File: src/rtl/addr_reg_bank_if.sv
// Command and burst bus between the command decoder and addr_reg_bank.
// slave = register bank side, master = decoder/consumer side.
interface addr_reg_bank_if #(
  parameter int WORD_SIZE = 32,
  parameter int CH_W      = 2
);
  logic                 cmd_valid;
  logic                 cmd_ready;
  logic [2:0]           cmd_op;
  logic [CH_W-1:0]      cmd_ch;
  logic [WORD_SIZE-1:0] cmd_data;
  logic [CH_W-1:0]      rd_ch;
  logic [WORD_SIZE-1:0] data_out;
  logic [WORD_SIZE-1:0] bst_addr;
  logic                 bst_valid;
  logic                 bst_ready;
  logic                 busy;
  logic                 burst_done;

  modport slave (
    input  cmd_valid, cmd_op, cmd_ch, cmd_data, rd_ch, bst_ready,
    output cmd_ready, data_out, bst_addr, bst_valid, busy, burst_done
  );

  modport master (
    output cmd_valid, cmd_op, cmd_ch, cmd_data, rd_ch, bst_ready,
    input  cmd_ready, data_out, bst_addr, bst_valid, busy, burst_done
  );
endinterface

File: src/rtl/addr_reg_bank.sv
// Multi-channel address pointer bank with base/limit/stride wrap and handshaked bursts.
// Optional ADDR_WRAP_FLAG_EN adds sticky per-channel wrap_flags output.
//
// state   | meaning
// S_IDLE  | accepting commands
// S_BURST | presenting ptr[burst channel] on bst_addr until count beats accepted
module addr_reg_bank #(
  parameter int WORD_SIZE = 32,
  parameter int LOW_BITS  = 20,
  parameter int CHANNELS  = 4,
  parameter int CH_W      = 2,
  parameter int CNT_W     = 8
) (
  input  logic                clock,
  input  logic                reset,
  addr_reg_bank_if.slave      bus
`ifdef ADDR_WRAP_FLAG_EN
  ,
  output logic [CHANNELS-1:0] wrap_flags
`endif
);
  typedef enum logic {S_IDLE, S_BURST} state_t;

  localparam logic [2:0] OP_LOAD       = 3'd1;
  localparam logic [2:0] OP_LOAD_LOW   = 3'd2;
  localparam logic [2:0] OP_SET_BASE   = 3'd3;
  localparam logic [2:0] OP_SET_LIMIT  = 3'd4;
  localparam logic [2:0] OP_SET_STRIDE = 3'd5;
  localparam logic [2:0] OP_STEP       = 3'd6;
  localparam logic [2:0] OP_BURST      = 3'd7;

  state_t               state_q, state_d;
  logic [WORD_SIZE-1:0] ptr_q    [CHANNELS];
  logic [WORD_SIZE-1:0] ptr_d    [CHANNELS];
  logic [WORD_SIZE-1:0] base_q   [CHANNELS];
  logic [WORD_SIZE-1:0] base_d   [CHANNELS];
  logic [WORD_SIZE-1:0] limit_q  [CHANNELS];
  logic [WORD_SIZE-1:0] limit_d  [CHANNELS];
  logic [WORD_SIZE-1:0] stride_q [CHANNELS];
  logic [WORD_SIZE-1:0] stride_d [CHANNELS];
  logic [CH_W-1:0]      bst_ch_q, bst_ch_d;
  logic [CNT_W-1:0]     rem_q, rem_d;
  logic                 done_q, done_d;
  logic                 accept, beat;
  logic [CNT_W-1:0]     cnt;
`ifdef ADDR_WRAP_FLAG_EN
  logic [CHANNELS-1:0]  wrap_q, wrap_d;
`endif

  // Carry out of the wider sum counts as overflow past limit.
  function automatic logic wraps(input logic [WORD_SIZE-1:0] p, s, l);
    logic [WORD_SIZE:0] sum;
    sum   = {1'b0, p} + {1'b0, s};
    wraps = sum[WORD_SIZE] || (sum[WORD_SIZE-1:0] > l);
  endfunction

  function automatic logic [WORD_SIZE-1:0] next_ptr(input logic [WORD_SIZE-1:0] p, s, b, l);
    next_ptr = wraps(p, s, l) ? b : p + s;
  endfunction

  assign accept = bus.cmd_valid && (state_q == S_IDLE);
  assign beat   = (state_q == S_BURST) && bus.bst_ready;
  assign cnt    = bus.cmd_data[CNT_W-1:0];

  always_comb begin
    state_d  = state_q;
    bst_ch_d = bst_ch_q;
    rem_d    = rem_q;
    done_d   = 1'b0;
    ptr_d    = ptr_q;
    base_d   = base_q;
    limit_d  = limit_q;
    stride_d = stride_q;
`ifdef ADDR_WRAP_FLAG_EN
    wrap_d   = wrap_q;
`endif
    for (int ch = 0; ch < CHANNELS; ch++) begin
      if (accept && (bus.cmd_ch == CH_W'(ch))) begin
        case (bus.cmd_op)
          OP_LOAD: begin
            ptr_d[ch] = bus.cmd_data;
`ifdef ADDR_WRAP_FLAG_EN
            wrap_d[ch] = 1'b0;
`endif
          end
          OP_LOAD_LOW: begin
            ptr_d[ch] = WORD_SIZE'(bus.cmd_data[LOW_BITS-1:0]);
`ifdef ADDR_WRAP_FLAG_EN
            wrap_d[ch] = 1'b0;
`endif
          end
          OP_SET_BASE: begin
            base_d[ch] = bus.cmd_data;
            ptr_d[ch]  = bus.cmd_data;
`ifdef ADDR_WRAP_FLAG_EN
            wrap_d[ch] = 1'b0;
`endif
          end
          OP_SET_LIMIT:  limit_d[ch]  = bus.cmd_data;
          OP_SET_STRIDE: stride_d[ch] = bus.cmd_data;
          OP_STEP: begin
            ptr_d[ch] = next_ptr(ptr_q[ch], stride_q[ch], base_q[ch], limit_q[ch]);
`ifdef ADDR_WRAP_FLAG_EN
            if (wraps(ptr_q[ch], stride_q[ch], limit_q[ch])) wrap_d[ch] = 1'b1;
`endif
          end
          OP_BURST: begin
            if (cnt != '0) begin
              state_d  = S_BURST;
              bst_ch_d = CH_W'(ch);
              rem_d    = cnt;
            end
          end
          default: ;
        endcase
      end
      if (beat && (bst_ch_q == CH_W'(ch))) begin
        ptr_d[ch] = next_ptr(ptr_q[ch], stride_q[ch], base_q[ch], limit_q[ch]);
`ifdef ADDR_WRAP_FLAG_EN
        if (wraps(ptr_q[ch], stride_q[ch], limit_q[ch])) wrap_d[ch] = 1'b1;
`endif
      end
    end
    if (beat) begin
      rem_d = rem_q - CNT_W'(1);
      if (rem_q == CNT_W'(1)) begin
        state_d = S_IDLE;
        done_d  = 1'b1;
      end
    end
  end

  always_ff @(posedge clock or negedge reset) begin
    if (!reset) begin
      state_q  <= S_IDLE;
      bst_ch_q <= '0;
      rem_q    <= '0;
      done_q   <= 1'b0;
      for (int ch = 0; ch < CHANNELS; ch++) begin
        ptr_q[ch]    <= '0;
        base_q[ch]   <= '0;
        limit_q[ch]  <= '1;
        stride_q[ch] <= WORD_SIZE'(1);
      end
`ifdef ADDR_WRAP_FLAG_EN
      wrap_q <= '0;
`endif
    end else begin
      state_q  <= state_d;
      bst_ch_q <= bst_ch_d;
      rem_q    <= rem_d;
      done_q   <= done_d;
      ptr_q    <= ptr_d;
      base_q   <= base_d;
      limit_q  <= limit_d;
      stride_q <= stride_d;
`ifdef ADDR_WRAP_FLAG_EN
      wrap_q   <= wrap_d;
`endif
    end
  end

  always_comb begin
    bus.data_out = '0;
    bus.bst_addr = '0;
    for (int ch = 0; ch < CHANNELS; ch++) begin
      if (bus.rd_ch == CH_W'(ch)) bus.data_out = ptr_q[ch];
      if (bst_ch_q == CH_W'(ch))  bus.bst_addr = ptr_q[ch];
    end
  end

  assign bus.cmd_ready  = (state_q == S_IDLE);
  assign bus.busy       = (state_q == S_BURST);
  assign bus.bst_valid  = (state_q == S_BURST);
  assign bus.burst_done = done_q;
`ifdef ADDR_WRAP_FLAG_EN
  assign wrap_flags = wrap_q;
`endif
endmodule

File: src/flat_wrapper.sv
// flat-port wrapper written by rule: the top's interface ports become plain ports
module addr_reg_bank_flat 
#(
  parameter int WORD_SIZE = 32,
  parameter int LOW_BITS  = 20,
  parameter int CHANNELS  = 4,
  parameter int CH_W      = 2,
  parameter int CNT_W     = 8
)
  (clock, reset, bus_cmd_valid, bus_cmd_op, bus_cmd_ch, bus_cmd_data, bus_rd_ch, bus_bst_ready, bus_cmd_ready, bus_data_out, bus_bst_addr, bus_bst_valid, bus_busy, bus_burst_done);
  addr_reg_bank_if #(.WORD_SIZE(WORD_SIZE), .CH_W(CH_W)) bus_i ();
  input  logic clock;
  input  logic reset;
  input wire logic [$bits(bus_i.cmd_valid)-1:0] bus_cmd_valid;
  input wire logic [$bits(bus_i.cmd_op)-1:0] bus_cmd_op;
  input wire logic [$bits(bus_i.cmd_ch)-1:0] bus_cmd_ch;
  input wire logic [$bits(bus_i.cmd_data)-1:0] bus_cmd_data;
  input wire logic [$bits(bus_i.rd_ch)-1:0] bus_rd_ch;
  input wire logic [$bits(bus_i.bst_ready)-1:0] bus_bst_ready;
  output wire logic [$bits(bus_i.cmd_ready)-1:0] bus_cmd_ready;
  output wire logic [$bits(bus_i.data_out)-1:0] bus_data_out;
  output wire logic [$bits(bus_i.bst_addr)-1:0] bus_bst_addr;
  output wire logic [$bits(bus_i.bst_valid)-1:0] bus_bst_valid;
  output wire logic [$bits(bus_i.busy)-1:0] bus_busy;
  output wire logic [$bits(bus_i.burst_done)-1:0] bus_burst_done;
  assign bus_i.cmd_valid = bus_cmd_valid;
  assign bus_i.cmd_op = bus_cmd_op;
  assign bus_i.cmd_ch = bus_cmd_ch;
  assign bus_i.cmd_data = bus_cmd_data;
  assign bus_i.rd_ch = bus_rd_ch;
  assign bus_i.bst_ready = bus_bst_ready;
  assign bus_cmd_ready = bus_i.cmd_ready;
  assign bus_data_out = bus_i.data_out;
  assign bus_bst_addr = bus_i.bst_addr;
  assign bus_bst_valid = bus_i.bst_valid;
  assign bus_busy = bus_i.busy;
  assign bus_burst_done = bus_i.burst_done;
  addr_reg_bank #(.WORD_SIZE(WORD_SIZE), .LOW_BITS(LOW_BITS), .CHANNELS(CHANNELS), .CH_W(CH_W), .CNT_W(CNT_W)) u_core (.clock(clock), .reset(reset), .bus(bus_i));
endmodule
File: config.mk
export PLATFORM = sky130hd
export DESIGN_NAME = addr_reg_bank_flat
export DESIGN_NICKNAME = d
export VERILOG_FILES = /design/src/rtl/addr_reg_bank_if.sv /design/src/rtl/addr_reg_bank.sv /design/src/flat_wrapper.sv
export SDC_FILE = /design/constraint.sdc
export NUM_CORES = 1
export LEC_CHECK = 0
export BUFFER_PORTS_ARGS = -buffer_cell sky130_fd_sc_hd__buf_2
export CAP_MARGIN = 20
export CORE_MARGIN = 2
export CORE_UTILIZATION = 55
export CTS_BUF_LIST = sky130_fd_sc_hd__clkbuf_16
export CTS_CLUSTER_DIAMETER = 100
export DETAILED_ROUTE_END_ITERATION = 6
export PLACE_DENSITY = 0.71
export RECOVER_POWER = 100
export SYNTH_ARGS = -nofsm -noshare
export SYNTH_HDL_FRONTEND = slang
export SYNTH_SLANG_ARGS = --single-unit
export TNS_END_PERCENT = 5
File: constraint.sdc
create_clock -name clock -period 5.44 [get_ports clock]
set_input_delay 1.088 -clock clock [delete_from_list [all_inputs] [get_ports clock]]
set_output_delay 1.088 -clock clock [all_outputs]
set_load 0.02 [all_outputs]
; ---- Word-level counts from Yosys, hierarchy flattened
; Index checks and enable logic that the tools add are counted.
[classes]
add_sub_neg = 9
order_cmp = 4
n_reduce_logical = 43
eq_ne = 17
bitwise = 1
n_mux = 65
[ops]
columns = cell, count
row1 = 2-to-1 mux 32 bit, 20
row2 = one-hot mux 32 bit (3 select lines), 4
row3 = adder 32 x 32 -> 33 bit, 4
row4 = adder 32 bit, 4
row5 = > comparator 32 bit, 4
row6 = 2-to-1 mux 8 bit, 13
row7 = AND reduction 2 bit, 16
row8 = 2-to-1 mux 2 bit, 12
row9 = 2-to-1 mux 1 bit, 16
row10 = nonzero test 4 bit, 4
row11 = "equality test 2 bit, second input constant", 6
row12 = "equality test 3 bit, second input constant", 4
row13 = logical AND 1 bit, 10
row14 = "equality test 8 x 1 -> 1 bit, second input constant", 1
row15 = nonzero test 2 bit, 4
row16 = nonzero test 8 bit, 1
row17 = "subtractor 8 x 1 -> 8 bit, second input constant", 1
row18 = "equality test 2 x 1 -> 1 bit, second input constant", 3
row19 = "equality test 3 x 2 -> 1 bit, second input constant", 2
row20 = zero test 2 bit, 3
row21 = logical OR 1 bit, 4
row22 = "equality test 3 x 1 -> 1 bit, second input constant", 1
row23 = OR reduction 2 bit, 1
row24 = inverter 1 bit, 1
[totals]
regBits = 524
output_inout_bits = 68

; ---- Longest topological paths before layout
; Gate-level depths: netlist (run 1).
[logic_depth]
depth_word = 15
mapped_depth = 24
depth_no_buf = 22

; ---- Least setup slack after synthesis (run 1)
; Ideal clock, no wire load.
[synth_path]
kind = flip-flop to flip-flop
start = reg u_core.ptr_q[64] (netlist bit)
end = reg u_core.ptr_q[90] (netlist bit)
slack_ns = 0.270
period_less_slack_ns = 5.170
n_path_buf = 2
stages_incl_launch_ff = 24
setup_ns = 0.120
arrival_ns = 5.049
cell_sequence = dfrtp_1 > ha_1 > fa_1 > a211oi_1 > nor2_1 > o21ai_0 > a31oi_1 > o21ai_0 > a21boi_0 > a221o_1 > a21oi_1 > xnor2_1 > ha_1 > nand4_1 > nor3_1 > a22oi_1 > o2111ai_1 > a2111oi_0 > o22ai_1 > a31oi_1 > buf_2 > clkbuf_1 > o22ai_1 > a31o_2
[synth_between]
elab_chain_cells = 7
elab_cells_between_ends = 8
cone_classes = add/sub (2) / order compare (1) / mux (4) / reduce/logical (1)
[synth_lines]
columns = element, line
row1 = "start, declared", addr_reg_bank.sv:33  ; logic [WORD_SIZE-1:0] ptr_q [CHANNELS];
row2 = "start signal, assigned", addr_reg_bank.sv:153  ; ptr_q <= ptr_d;
row3 = adder 32 x 32 -> 33 bit, addr_reg_bank.sv:53  ; sum = {1'b0, p} + {1'b0, s};
row4 = > comparator 32 bit, addr_reg_bank.sv:54  ; wraps = sum[WORD_SIZE] || (sum[WORD_SIZE-1:0] > l);
row5 = logical OR 1 bit, addr_reg_bank.sv:54
row6 = 2-to-1 mux 32 bit (*), addr_reg_bank.sv:58  ; next_ptr = wraps(p, s, l) ? b : p + s;
row7 = one-hot mux 32 bit (3 select lines), addr_reg_bank.sv:79  ; case (bus.cmd_op)
row8 = 2-to-1 mux 32 bit, addr_reg_bank.sv:78  ; if (accept && (bus.cmd_ch == CH_W'(ch))) begin
row9 = 2-to-1 mux 32 bit (*), addr_reg_bank.sv:117  ; if (beat && (bst_ch_q == CH_W'(ch))) begin
; Mark *: on every way between the ends. The rest lies on a longest branch, timed or not. The select of a mux whose other input is x is not followed.
; A chain may end at the register's enable or synchronous reset.

; ---- Final worst setup path (run 1)
[layout_path]
start = reg u_core.ptr_q[97] (netlist bit)
end = reg u_core.ptr_q[98] (netlist bit)
; The elaborated chain is that of the path after synthesis.

==> results of run 1 <==
worst min-delay path by stage:
stage	endpoint	slack, ns	depth (start not counted)
after floorplan	u_core.bus.burst_done	0.44	1
after global placement	u_core.rem_q[6]	0.48	2
after detailed placement	u_core.rem_q[7]	0.49	1
after CTS	u_core.ptr_q[96]	0.49	1
after global routing	u_core.base_q[71]	0.51	1
final	u_core.base_q[36]	0.50	1
repair_timing:
item,in CTS,in global routing
gates cloned,2,1
pin swaps,20,35
endpoints found under the hold margin,0,0
resized for setup,45,53
endpoints found under the setup margin,127,128
buffers inserted,8,10
logic make-up after synthesis:
kind of cell	Yosys count	synth area share, %
AOI/OAI and AO/OA	830	15.6
buffers and inverters	344	3.93
xor gates and xnor gates	110	2.89
adders and majority gates	262	9.94
and+or+nand+nor	574	8.10
DFF	524	39.9
muxes	530	19.7
registers in the layout (all words and copies together) (netlist names):
signal,count
u_core.ptr_q,128
u_core.limit_q,128
u_core.bus.bst_valid,1
u_core.stride_q,128
u_core.bus.burst_done,1
u_core.rem_q,8
u_core.base_q,128
u_core.bst_ch_q,2
Yosys cell counts (all sizes together) (54+ instances only):
cell	number
dfrtp	392
o21ai	194
nand2	189
dfstp	132
xnor2	73
nor2	141
clkbuf	135
a21oi	221
mux2	356
ha	258
a21o	73
inv	161
mux2i	110
nand3	54
mux4	64
o22ai	95
final cells by class:
cell class                      count  share of cell area [%]
Multi-Input combinational cell   2306                    50.6
Sequential cell                   524                    35.1
Timing Repair Buffer              307                    5.32
Clock buffer                       59                    3.91
Tap cell                          782                    2.59
Inverter                          162                    1.61
Clock inverter                     50                   0.874
Antenna cell                        1                 0.00662
through the flow:
step / power, W / TNS [ns] / utilization (%)
3_5_place_dp: 0.0173 / -17.98 / 59.2
5_1_grt: 0.0233 / -14.00 / 62.9
2_1_floorplan: 0.0133 / 0 / -
6_report: 0.0221 / -2.31 / 62.9
4_1_cts: 0.0216 / -0.0567 / 62.7
3_3_place_gp: 0.0169 / -12.99 / 59.2
worst reg2reg max path, delay by kind of cell, from the launching register on:
kind,cells,cell delay (ns)
flip-flops,1,0.39
AO/OA/AOI/OAI,9,2.52
multiplexers,1,0.15
AND/OR/NAND/NOR,4,1.27
adder cells (fa/ha/maj),2,0.58
buffers and inverters,3,0.56
routing by layer:
layer / vias to the layer above / global-route usage, %
li1: 12100 / -
met1: 13700 / 44.5
met2: 1091 / 52.8
met3: 241 / 6.14
met4: 2 / 14.3
met5: - / 0
power breakdown:
| group | internal (W) | switching (W) | total [W] |
|---|---|---|---|
| combinational | 0.00543 | 0.00667 | 0.0121 |
| clock | 0.00214 | 0.00168 | 0.00382 |
| sequential | 0.00504 | 0.00113 | 0.00616 |
| total | 0.0126 | 0.00947 | 0.0221 |
==> impl_metrics.toml, run 1 <==
[status]
status = "complete, but fails checks"
violations = "capacitance limit, slew limit, setup timing"

[sta]
setup_viol_count_final = 32
fmax_mhz = 180
hold_viol = 0
post-route-period-util_pct = 102
final.setup.worst_slack_ns = -0.123
maxSlewViolCount = 903
final.min_clock_period_ns = 5.56
tightest_slew_ns = 2.69
slew_headroom_pct = -79.7
rsz0062_at_grt = "yes"
skew_ns = 0.0289
fin_hold_ws_ns = 0.500

[critical_path]
crit_family = "compound AO/OA/AOI/OAI gates"
r2r-start = "u_core.ptr_q[97]"
end_kind = "flop"
cp_slowest_stage_delay_ns = 0.57
rr_endpoint = "u_core.ptr_q[98]"
crit_required_ns = 5.99
regToRegSetupSlack_ns = -0.12
cp_num_cells = 19
crit_start = "u_core.ptr_q[97]"
r2r_cells = 19
cp_num_buf_inv = 3
critPathLaunchType = "flop"
cpMaxStageDelayCell = "or4_4"
path_class = "flop to flop"
crit_end = "u_core.ptr_q[98]"
crit_chain = "buf_4, fa_2, a211oi_2, o21ai_2, o311a_1, o31a_1, buf_4, a211oi_4, nor2_4, a31o_2, a211oi_4, ha_4, nand4_1, or4_4, or4_4, a221o_2, buf_12, mux2i_1, a32oi_1"
cp.arrival_ns = 6.11
critPathMaxFanout = 16

[route]
postRouteWirelength_mm = 104
drt_iter0_markers = 2396
routed-wl-met2_mm = 48.1
wl_met3_mm = 8.06
vias = 27100
drc_errors = 0
wl_met1_mm = 43.4
post_drt_via_cell_ratio = 6.47
dr.pass1.iters = 5
wl_per_cell_um = 24.9
top_layer = "met5"
detail-route-antenna-nets = 0

[power]
powerDensity_nw_per_um2 = 584
p_leak_nw = 17.9
ir_drop_mv = 0.444

[synth]
synth_top_area_share_pct = 29.5
yosys.area.top_type = "dfrtp_1"
syn_area_sq_um = 33300
synth_edf_count = 0
yosys_most_used_dff = "dfrtp_1"
synthDistinctLibCells = 73
synth_cells = 3174
ys_warn_count = 0
yosys-top-cells-area = "dfrtp_1, mux2_2, dfstp_2, ha_1, mux4_2"
syn_avg_cell_area_sq_um = 10.5
syn_nets = 3479
seq_area_frac_synth_pct = 39.9
ys_ff_latch = 524
async_flop_share_pct = 100

[floorplan]
die_area_sq_um = 62500
num_rows = 90
ios = 111
coreArea_sq_um = 60100
floorplan.initialDensity_pct = 55.4
die_y_um = 250
dieWidth_um = 250

[hold_path]
min_from = "u_core.base_q[36]"
hold_path.class = "flop to flop"

[layout]
seqCellArea_sq_um = 13300
mostFrequentLayoutCells = "dfrtp_1, mux2_2, ha_1"
fin_nets = 3664
drive_above_1_share_pct = 27.5
design_area_sq_um = 37800
layout_commonest_cell = "dfrtp_1"
syn_to_final_growth_pct = 13.6
multiInputGateArea_sq_um = 19100
fillers = 4881
finalNonFillerCells = 4191

[placement]
dpl-instance-area_sq_um = 35600
dp.cells = 4058
dp_hpwl_mm = 75.4
pre_cts_slack_ns = -0.416
gp_congestion = 0.959
io_buffers = 110

[flow_run]
drv_cap = 20

[global_routing]
antenna_found_initial = 3
globalRoute.totalOverflow = 0
grt_usage_pct = 33.2
grt_max_degree = 109
grt_pass1_vias = 27500
grt_pass1_wl_mm = 161

[cts]
cts_max_level = 2
clk_pin_slew_ns = 0.07
clock_path_buffers = 3
numCtsBuffers = 58
hold_buffers = 0
cts_root_buf = "clkbuf_16"
cts_tree = "yes"
cts_sinks = 524
clk_latency_ns = 0.64
(Power assumes the default switching activity.)
==> run 2: changes to the inputs <==
- CORE_MARGIN: 2 -> 1
- PLACE_DENSITY: 0.71 -> 0.75
==> impl_metrics.toml, run 2 (synthesized netlist as in run 1, its figures left out) <==
[sta]
final.setup.worst_slack_ns = -0.197
post-route-period-util_pct = 104
fmax_mhz = 177
skew_ns = 0.0182
hold_viol = 0
rsz0062_at_grt = "yes"
setup_tns_ns = -4.46
maxSlewViolCount = 408
final.min_clock_period_ns = 5.64
slew_headroom_pct = -131
setup_viol_count_final = 38
tightest_slew_ns = 3.46

[floorplan]
dieWidth_um = 248
coreArea_sq_um = 59500
floorplan.initialDensity_pct = 56.0
die_y_um = 248
ios = 111
num_rows = 89
die_area_sq_um = 61500

[layout]
finalNonFillerCells = 4203
fin_nets = 3683
fillers = 4672
final_util_pct = 64.5
syn_to_final_growth_pct = 15.3
seqCellArea_sq_um = 13300
mostFrequentLayoutCells = "dfrtp_1, mux2_2, ha_1"
multiInputGateArea_sq_um = 19300
layout_commonest_cell = "dfrtp_1"
drive_above_1_share_pct = 28.5

[cts]
hold_buffers = 0
clock_path_buffers = 3
cts_max_level = 2
clk_latency_ns = 0.64
cts_tree = "yes"
cts_sinks = 524
cts_root_buf = "clkbuf_16"
clk_pin_slew_ns = 0.06
numCtsBuffers = 59

[critical_path]
cp.arrival_ns = 6.21
crit_family = "compound AO/OA/AOI/OAI gates"
cpMaxStageDelayCell = "or4_4"
critPathMaxFanout = 4
crit_required_ns = 6.01
path_class = "flop to flop"
cp_num_cells = 16
regToRegSetupSlack_ns = -0.20
cp_slowest_stage_delay_ns = 0.64
r2r-start = "u_core.ptr_q[96]"
crit_chain = "ha_4, fa_2, a211oi_2, o21ai_2, o311a_1, o31a_1, a211o_1, a41oi_2, xnor2_2, ha_1, nand4_1, or4_4, or4_4, a221o_4, or4b_1, nand3_1"
cp_num_buf_inv = 0
r2r_cells = 16
critPathLaunchType = "flop"
crit_end = "u_core.ptr_q[125]"
crit_start = "u_core.ptr_q[96]"
path_common_cell = "or4_4"
rr_endpoint = "u_core.ptr_q[125]"
end_kind = "flop"

[route]
drc_errors = 0
drt_iter0_markers = 2394
post_drt_via_cell_ratio = 6.54
dr.pass1.iters = 6
vias = 27500
postRouteWirelength_mm = 106
detail-route-antenna-nets = 0
wl_per_cell_um = 25.3

[global_routing]
grt_pass1_vias = 27600
globalRoute.totalOverflow = 0
antenna_found_initial = 3
grt_pass1_wl_mm = 162
grt_max_degree = 152
grt_usage_pct = 34.8

[hold_path]
hold_path.class = "flop to flop"

[status]
violations = "capacitance limit, slew limit, setup timing"
status = "complete, but fails checks"

[power]
powerDensity_nw_per_um2 = 601
ir_drop_mv = 0.368
p_total_w = 0.0231
p_leak_nw = 18.3

[flow_run]
drv_cap = 13

[placement]
dp.cells = 4063
dp_hpwl_mm = 76.3
gp_congestion = 0.993
io_buffers = 110
run 2: cell count changes in the layout (fill, tap and decap cells not counted), moves of 3 or more:
cell and delta:
ha_2 -4, clkbuf_1 -8, buf_4 +19, mux2i_2 -3
inv_1 -4, ha_4 +6, buf_12 +9, mux2i_4 +3
run 2: power breakdown:
| part | switching (W) | internal [W] | leakage [nW] |
|---|---|---|---|
| Sequential | 0.00113 | 0.00504 | 6.57 |
| Clock | 0.00173 | 0.00234 | 0.998 |
| Combinational | 0.00695 | 0.00590 | 10.7 |
| Total | 0.00980 | 0.0133 | 18.3 |
run 2: per-stage QoR:
| stage | instance area [sq um] | hold WS [ns] | worst slack, ns |
|---|---|---|---|
| floorplan | 33300 | 0.439 | 0.270 |
| global placement | 35800 | 0.474 | -0.707 |
| detailed placement | 35800 | 0.489 | -0.758 |
| CTS | 38300 | 0.389 | -0.174 |
| global route | 38400 | 0.511 | -0.295 |
| finish | 38400 | 0.504 | -0.197 |
run 2: worst reg2reg max path, delay by kind of cell (launching register included):
kind	cells	cell delay, ns
AO/OA/AOI/OAI	7	2.08
AND/OR/NAND/NOR	5	2.08
adder cells (fa/ha/maj)	3	0.89
flip-flops	1	0.41
XOR/XNOR	1	0.11
run 2: timing repair:
action | in CTS | in global routing
resized for setup | 72 | 33
hold endpoints to repair | 0 | 0
pin swaps | 31 | 23
buffers inserted | 17 | 2
endpoints found under the setup margin | 128 | 128
gates cloned | 4 | 0
run 2: metal layers:
metal	track usage, %	part of all wire, %
met1	47.9	42
met2	53.2	45
met3	5.98	8.3
met4	16.9	5.1
met5	0	0.012
run 2: final cells by class:
cell class	count	area share, %
Timing Repair Buffer	325	5.96
Antenna cell	1	0.00652
Inverter	162	1.58
Clock inverter	50	1.07
Sequential cell	524	34.6
Clock buffer	62	4.04
Tap cell	773	2.52
Multi-Input combinational cell	2306	50.2
run 2: how the worst min path moves through the flow:
stage                 startpoint               endpoint  slack (ns)  cells past startpoint
4_1_cts                    reset      u_core.base_q[35]        0.39                      1
3_3_place_gp     u_core.rem_q[5]        u_core.rem_q[5]        0.47                      2
5_1_grt        u_core.base_q[52]      u_core.base_q[52]        0.51                      1
6_report         u_core.rem_q[5]        u_core.rem_q[5]        0.50                      2
2_1_floorplan    u_core.rem_q[7]  u_core.bus.burst_done        0.44                      1
3_5_place_dp     u_core.rem_q[5]        u_core.rem_q[5]        0.49                      2
